[src/rtl/pkt_xbar_arb.sv]
// Four-source packet crossbar: per-source FIFOs drained one packet per cycle by a round-robin arbiter.
// Optional delivered-packet counter on port stat when PKT_XBAR_STAT_EN is defined.
module pkt_xbar_arb #(
    parameter int PKT_W = 32,
    parameter int DEPTH = 4
) (
    input  logic             clk,
    input  logic             rst,
    input  logic [PKT_W-1:0] tx0,
    input  logic [PKT_W-1:0] tx1,
    input  logic [PKT_W-1:0] tx2,
    input  logic [PKT_W-1:0] tx3,
    output logic [PKT_W-1:0] rx0,
    output logic [PKT_W-1:0] rx1,
    output logic [PKT_W-1:0] rx2,
    output logic [PKT_W-1:0] rx3,
    output logic             busy,
    output logic [3:0]       ovf
`ifdef PKT_XBAR_STAT_EN
    ,
    output logic [31:0]      stat
`endif
);

    localparam int AW = $clog2(DEPTH);
    localparam int CW = AW + 1;

    logic [PKT_W-1:0] w_tx      [4];
    logic [PKT_W-1:0] r_mem     [4][DEPTH];
    logic [AW-1:0]    r_wrPtr   [4];
    logic [AW-1:0]    r_rdPtr   [4];
    logic [CW-1:0]    r_count   [4];
    logic [PKT_W-1:0] r_rx      [4];
    logic [1:0]       r_rr;
    logic [3:0]       r_ovf;

    logic [3:0]       w_nonEmpty;
    logic [3:0]       w_pop;
    logic [3:0]       w_accept;
    logic [3:0]       w_drop;
    logic [1:0]       w_grant;
    logic             w_grantValid;
    logic [PKT_W-1:0] w_head;
    logic [1:0]       w_dest;

    assign w_tx[0] = tx0;
    assign w_tx[1] = tx1;
    assign w_tx[2] = tx2;
    assign w_tx[3] = tx3;

    assign rx0  = r_rx[0];
    assign rx1  = r_rx[1];
    assign rx2  = r_rx[2];
    assign rx3  = r_rx[3];
    assign busy = |w_nonEmpty;
    assign ovf  = r_ovf;

    // Arbitration only sees occupancy before this edge's push, so there is no bypass path.
    always_comb begin
        w_grant      = r_rr;
        w_grantValid = 1'b0;
        for (int n = 0; n < 4; n++) begin
            w_nonEmpty[n] = (r_count[n] != '0);
        end
        for (int k = 3; k >= 0; k--) begin
            if (w_nonEmpty[r_rr + 2'(k)]) begin
                w_grant      = r_rr + 2'(k);
                w_grantValid = 1'b1;
            end
        end
    end

    // A full FIFO still accepts a push when it is popped on the same edge.
    always_comb begin
        for (int n = 0; n < 4; n++) begin
            w_pop[n]    = w_grantValid && (w_grant == 2'(n));
            w_accept[n] = w_tx[n][PKT_W-1] && ((r_count[n] != CW'(DEPTH)) || w_pop[n]);
            w_drop[n]   = w_tx[n][PKT_W-1] && (r_count[n] == CW'(DEPTH)) && !w_pop[n];
        end
    end

    assign w_head = r_mem[w_grant][r_rdPtr[w_grant]];
    assign w_dest = w_head[PKT_W-2 -: 2];

    always_ff @(posedge clk) begin
        for (int n = 0; n < 4; n++) begin
            if (w_accept[n]) begin
                r_mem[n][r_wrPtr[n]] <= w_tx[n];
            end
        end
    end

    always_ff @(posedge clk or posedge rst) begin
        if (rst) begin
            for (int n = 0; n < 4; n++) begin
                r_wrPtr[n] <= '0;
                r_rdPtr[n] <= '0;
                r_count[n] <= '0;
                r_rx[n]    <= '0;
            end
            r_rr  <= 2'd0;
            r_ovf <= 4'd0;
        end else begin
            for (int n = 0; n < 4; n++) begin
                if (w_accept[n]) begin
                    r_wrPtr[n] <= r_wrPtr[n] + AW'(1);
                end
                if (w_pop[n]) begin
                    r_rdPtr[n] <= r_rdPtr[n] + AW'(1);
                end
                r_count[n] <= r_count[n] + CW'(w_accept[n]) - CW'(w_pop[n]);
                r_rx[n]    <= (w_grantValid && (w_dest == 2'(n))) ? w_head : '0;
            end
            if (w_grantValid) begin
                r_rr <= w_grant + 2'd1;
            end
            r_ovf <= r_ovf | w_drop;
        end
    end

`ifdef PKT_XBAR_STAT_EN
    logic [31:0] r_stat;

    assign stat = r_stat;

    always_ff @(posedge clk or posedge rst) begin
        if (rst) begin
            r_stat <= 32'd0;
        end else if (w_grantValid) begin
            r_stat <= r_stat + 32'd1;
        end
    end
`endif

endmodule

[config.mk]
export PLATFORM = sky130hd
export DESIGN_NAME = pkt_xbar_arb
export DESIGN_NICKNAME = d
export VERILOG_FILES = /design/src/rtl/pkt_xbar_arb.sv
export SDC_FILE = /design/constraint.sdc
export NUM_CORES = 1
export LEC_CHECK = 0
export CORE_MARGIN = 4
export CORE_UTILIZATION = 51
export CTS_BUF_LIST = sky130_fd_sc_hd__clkbuf_16
export DETAILED_ROUTE_END_ITERATION = 16
export PLACE_DENSITY_LB_ADDON = 0.08
export SLEW_MARGIN = 30
export SYNTH_ARGS = -nofsm -noshare
export SYNTH_HDL_FRONTEND = slang
export SYNTH_SLANG_ARGS = --single-unit
[constraint.sdc]
create_clock -name clk -period 6.1 [get_ports clk]
set_input_delay 1.525 -clock clk [delete_from_list [all_inputs] [get_ports clk]]
set_output_delay 1.525 -clock clk [all_outputs]
set_load 0.02 [all_outputs]
# --- Word-level counts from Yosys, hierarchy flattened ---
# Memory sizes are Yosys's and may differ from the RTL's.
# Cells that the tools add are included.
totals:
  ff_bits: 162
  latchBits: 0
  mem_bits_rw: 512
  rom_bits: 0
  in_bits: 130
  mem_count: 1
mem_list:
  columns: ["memory", "words", "word_bits", "rd", "rd_ports_with_merged_regs", "write_ports", "line", "rtl"]
  rows:
  - ["r_mem", 4, 128, 1, 0, 4, "29", "logic [PKT_W-1:0] r_mem [4][DEPTH];"]
classes:
  addsub: 20
  n_mul: 0
  div_mod_pow: 0
  order_cmp: 14
  n_eq_ne: 14
  shift: 0
  n_mux: 42
  bitwise_logic: 7
  reduce_logical: 39
op_table:
  columns: ["operator", "n"]
  rows:
  - ["$mux W128", 4]
  - ["$mux W32", 10]
  - ["$demux W32 S2", 4]
  - ["$bmux W32 S2", 1]
  - ["$logic_and A1 B1 Y1", 24]
  - ["$add A2 B1 Y2 const B", 10]
  - ["$ge A3 B3 Y1 const B", 6]
  - ["$not A2 Y3", 6]
  - ["$add A3 B1 Y3", 4]
  - ["$eq A3 B3 Y1 const B", 4]
  - ["$lt A2 B3 Y1 const B", 4]
  - ["$lt A3 B1 Y1 const B", 4]
  - ["$mux W1", 12]
  - ["$mux W2", 6]
  - ["$ne A3 B3 Y1 const B", 4]
  - ["$reduce_bool A3 Y1", 4]
  - ["$sub A3 B1 Y3", 4]
  - ["$bmux W1 S2", 4]
  - ["$eq A2 B2 Y1 const B", 4]
  - ["$add A2 B2 Y2 const B", 2]
  - ["$bmux W2 S2", 1]
  - ["$eq A2 B1 Y1 const B", 2]
  - ["$logic_not A1 Y1", 4]
  - ["$logic_not A2 Y1", 2]
  - ["3 further kinds", 6]

# --- Logic depth before layout (Yosys ltp) ---
logic_depth:
  ltp_word: 18
  mapped_depth: 20

# --- Worst setup path before layout ---
# OpenSTA, ideal clock, no wires.
synth_path:
  kind: "register to register"
  start: "register r_count[7] (netlist name)"
  end: "register r_count[8] (netlist name)"
  setup_ns: 0.127
  arrival_ns: 3.807
  path_slack_ns: 2.166
  stages_incl_launch_ff: 21
  path_buffers: 4
  path_cell_list: "dfrtp_1 > or3_1 > o21ai_1 > a21oi_2 > nor2_4 > inv_2 > buf_2 > clkbuf_1 > buf_2 > ha_1 > nor4b_1 > nor2b_1 > clkbuf_1 > inv_1 > ha_1 > inv_1 > ha_1 > inv_1 > fa_1 > xnor2_1 > xnor2_1"
synth_via:
  elab_chain_len: 13
  elab_cells_between_ends: 24
  cone_classes: "2 x add/sub; 2 x eq/ne; 16 x mux; 4 x reduce/logical"
synth_lines:
  columns: ["item", "line", "rtl"]
  rows:
  - ["start, declared", "32", "logic [CW-1:0] r_count [4];"]
  - ["start signal, assigned by index", "111", "r_count[n] <= r_count[n] + CW'(w_accept[n]) - CW'(w_pop[n]);"]
  - ["$reduce_bool A3 Y1", "63", "w_nonEmpty[n] = (r_count[n] != '0);"]
  - ["$bmux W1 S2", "66", "if (w_nonEmpty[r_rr + 2'(k)]) begin"]
  - ["$mux W1 (not written as such)", "66", null]
  - ["$mux W2 (4 in a row)", "66", null]
  - ["$eq A2 B1 Y1", "76", "w_pop[n] = w_grantValid && (w_grant == 2'(n));"]
  - ["$logic_and A1 B1 Y1", "76", null]
  - ["$logic_or A1 B1 Y1", "77", "w_accept[n] = w_tx[n][PKT_W-1] && ((r_count[n] != CW'(DEPTH)) || w_pop[n]);"]
  - ["$logic_and A1 B1 Y1", "77", null]
  - ["$add A3 B1 Y3", "111", null]
  - ["$sub A3 B1 Y3 *", "111", null]
# Every way passes the cells marked *; elsewhere a longest branch is shown, timed or not. The select of a mux whose other input is x is not followed.
# A chain may end at the register's enable or synchronous reset.

# --- Final worst setup path ---
layout_path:
  start: "register r_count[4] (netlist name)"
  end: "register r_rx, in the netlist rx1[19]"
layout_via:
  elab_chain_len: 18
  elab_cells_between_ends: 29
  cone_classes: "1 x eq/ne; 23 x mux; 2 x bitwise; 2 x reduce/logical; 1 x memory"
layout_lines:
  columns: ["item", "line", "rtl"]
  rows:
  - ["$reduce_bool A3 Y1 *", "63", null]
  - ["$bmux W1 S2", "66", null]
  - ["$mux W1 (not written as such)", "66", null]
  - ["$mux W2 (4 in a row)", "66", null]
  - ["$not A2 Y3 (not written as such)", "82", "assign w_head = r_mem[w_grant][r_rdPtr[w_grant]];"]
  - ["$bmux W2 S2", "82", null]
  - ["$mux W2 (not written as such) (2 in a row)", "82", null]
  - ["$not A2 Y3 (not written as such)", "82", null]
  - ["$bmux W32 S2", "82", null]
  - ["$mux W32 (not written as such) (2 in a row)", "82", null]
  - ["$eq A2 B1 Y1", "112", "r_rx[n] <= (w_grantValid && (w_dest == 2'(n))) ? w_head : '0;"]
  - ["$logic_and A1 B1 Y1", "112", null]
  - ["$mux W32 *", "112", null]
  - ["end signal, assigned by index", "112", null]
  - ["end, declared", "33", "logic [PKT_W-1:0] r_rx [4];"]
# Marks and branches as above.

==> metrics.csv <==
stage,metric,value,unit
sta,period_needed,4.76,ns
clocking,htreeDepth,3,
worst_setup_path,crit_arrival,5.21,ns
finish,drive_above_1_share,0.0815,
finish,nNetsFinal,2205,
hold_path,hp-class,reg -> reg,
route,drt_wl_total,75800,µm
sta,rsz0062_at_grt,no,
yosys,seq_area_frac_synth,0.729,
yosys,synth_area_leaders,"edfxtp_1 58%, dfrtp_1 15%, a211oi_1 3.6%",
flow_run,maxCapViolations,0,
route,antenna_violating_nets_post_route,0,
yosys,synth.most_common_cell,edfxtp_1,
floorplan,fp-row-count,83,
global_routing,grt_max_degree,130,
worst_setup_path,cp-start-kind,flop,
placement,dpl_cell_area,0.0299,mm²
sta,slew_headroom,0.353,
yosys,synth_top_area_frac,0.577,
yosys,netlist.top_cell.by_area,edfxtp_1,
placement,io_buffers,262,
sta,worst_pin_slew,0.967,ns
finish,n_fill_cell,3894,
sta,hold_violations,0,
floorplan,core-area,0.0515,mm²
run_status,status,completed,
floorplan,die-width,237,µm
global_routing,grt_pass1_vias,17000,
floorplan,start_util,0.518,
clocking,cts-root-buf,clkbuf_16,
yosys,synthCells,1818,
worst_setup_path,crit_family,compound AO/OA/AOI/OAI gates,
clocking,cts_tree,yes,
sta,tns,0,ns
worst_setup_path,crit_buf_inv,2,
sta,finClkSkew,0.0218,ns
worst_setup_path,crit_fanout,104,
clocking,cts.sink_count,674,
yosys,synth_enable_flop_cells,512,
floorplan,io_pins,263,
worst_setup_path,cp_slowest_cell,a311oi_1,
route,vias,17100,
route,drt_iter0_drc,2147,
finish,final_area,0.0321,mm²
finish,syn_to_final_growth,20.6,%
route,routedWlPerCell,27.3,µm
global_routing,antenna_found_initial,2,
worst_setup_path,crit_chain,or3_1 -> a31o_1 -> a21oi_2 -> nor2_4 -> inv_6 -> a211oi_2 -> or2_2 -> a311oi_1 -> a211o_2 -> buf_4 -> nor2_1,
worst_setup_path,path_class,reg -> reg,
clocking,postCtsSetupBuffers,0,
route,firstDrtPassIters,6,
sta,drv_slew,0,
clocking,cts_made_buffers,69,
yosys,syn_area_per_cell,14.7,µm²
placement,gp_congestion,0.826,
global_routing,grt_pass1_wl,111000,µm
yosys,ys_ff_latch,674,
worst_setup_path,max_stage_delay,0.64,ns
global_routing,grt_usage,0.265,
placement,dp_hpwl,45600,µm
yosys,synthesis.area,0.0267,mm²
sta,whs,0.456,ns
yosys,synth-main-ff-cell,edfxtp_1,
yosys,yosysUniqueCellTypes,50,
sta,setup_viol,0,
clocking,insertion_delay,0.60,ns
clocking,cts_resized,0,
clocking,cts.path.max_buffers,3,
worst_setup_path,cp_data_required_time,6.55,ns
yosys,yosys_warnings,0,
clocking,cts.clk_slew.worst_paths,0.06,ns
yosys,synth_commonest_cells,"512 x edfxtp_1, 162 x dfrtp_1, 143 x nand2_1",
sta,finalCritPeriodShare,0.780,
sta,fmax,210,MHz
yosys,async_flop_share,0.240,
floorplan,dieArea,0.0560,mm²
route,via_per_inst,6.14,
floorplan,fp.dieH,237,µm
global_routing,grt-ovfl-total,0,
worst_setup_path,critical_path.endpoint_type,flop,
route,route.detailed.drc,0,
clocking,cts-hold-fix-buffers,0,
-- area by class of cell --
cell class / count / area [µm²] / area share
Clock buffer: 73 / 1830 / 0.0568
Clock inverter: 53 / 369 / 0.0115
Multi-Input combinational cell: 972 / 6620 / 0.206
Sequential cell: 674 / 19400 / 0.604
Timing Repair Buffer: 299 / 2940 / 0.0915
Inverter: 27 / 114 / 0.00354
Tap cell: 680 / 851 / 0.0265
Antenna cell: 1 / 2.50 / 0.0000778
-- registers in the layout (all words and copies together), names as in the netlist --
register and count:
r_mem 512, ovf 4, r_wrPtr 8, r_rdPtr 8, rx0 32, r_count 12, r_rr 2, rx2 32
rx3 32, rx1 32
-- logic make-up after synthesis --
family,count (synthesis),share of synthesized area
other,1,0.000141
buffers and inverters,175,0.0273
adder cells (fa/ha/maj),32,0.0161
flip-flops,674,0.729
XOR/XNOR,20,0.00657
AO/OA/AOI/OAI,374,0.109
multiplexers,65,0.0244
AND/OR/NAND/NOR,477,0.0875
-- layout by cell type, fill, tap and decap left out, types with 4 or more instances in the layout --
master,count
nor2b_1,6
o211ai_1,30
bufinv_16,5
nor4b_1,4
nand3_1,8
dfrtp_1,162
a211o_1,60
nor2_1,125
ha_1,28
clkdlybuf4s50_1,262
clkbuf_16,73
a31oi_1,62
clkinv_2,6
and2_1,5
xor2_1,6
inv_1,51
conb_1,4
fa_1,4
clkinv_1,8
xnor2_1,14
inv_6,5
o21ai_0,6
a2111oi_0,60
buf_4,33
and3_1,128
nand4_1,30
edfxtp_1,512
mux2i_1,64
a21o_1,4
nand2_1,142
a211oi_1,126
and2_2,14
-- worst register-to-register path, stage by stage (launching register included) --
cell and delay, ns:
dfrtp_1 0.42, or3_1 0.39, a31o_1 0.23, a21oi_2 0.25, nor2_4 0.12, inv_6 0.61, a211oi_2 0.33, or2_2 0.36
a311oi_1 0.64, a211o_2 0.49, buf_4 0.57, nor2_1 0.19
-- worst paths after layout --
kind / from / endpoint / slack (ns) / depth (start not counted)
hold / removal: ovf[0]$_DFF_PP0_ / ovf[0]$_DFF_PP0_ / 0.46 / 1
hold reg to reg: ovf[0]$_DFF_PP0_ / ovf[0]$_DFF_PP0_ / 0.46 / 1
setup / recovery: r_count[4]$_DFF_PP0_ / rx1[19]$_DFF_PP0_ / 1.34 / 11
min in group asynchronous: rst / rx3[9]$_DFF_PP0_ / 1.50 / 2
setup reg to reg: r_count[4]$_DFF_PP0_ / rx1[19]$_DFF_PP0_ / 1.34 / 11
max in group asynchronous: rst / r_count[1]$_DFF_PP0_ / 3.63 / 3
-- per-stage QoR --
stage / instances / util / worst slack [ns]
final: 2779 / 0.624 / 1.34
after global routing: 2778 / 0.624 / 1.10
after detailed placement: 2652 / 0.581 / 1.41
after floorplan: 1821 / - / 0.198
after global placement: 2652 / 0.581 / 1.50
after CTS: 2778 / 0.624 / 1.38
-- routing by layer --
layer / vias up / GRT usage / wire (µm)
met5: - / 0 / 14
met4: 4 / 0.0734 / 1670
met3: 107 / 0.0485 / 7290
met2: 928 / 0.424 / 36000
met1: 8586 / 0.380 / 30800
li1: 7447 / - / -
Power is not shown: default switching activity piles up to over one toggle a cycle in this logic, so the estimate is an artifact.
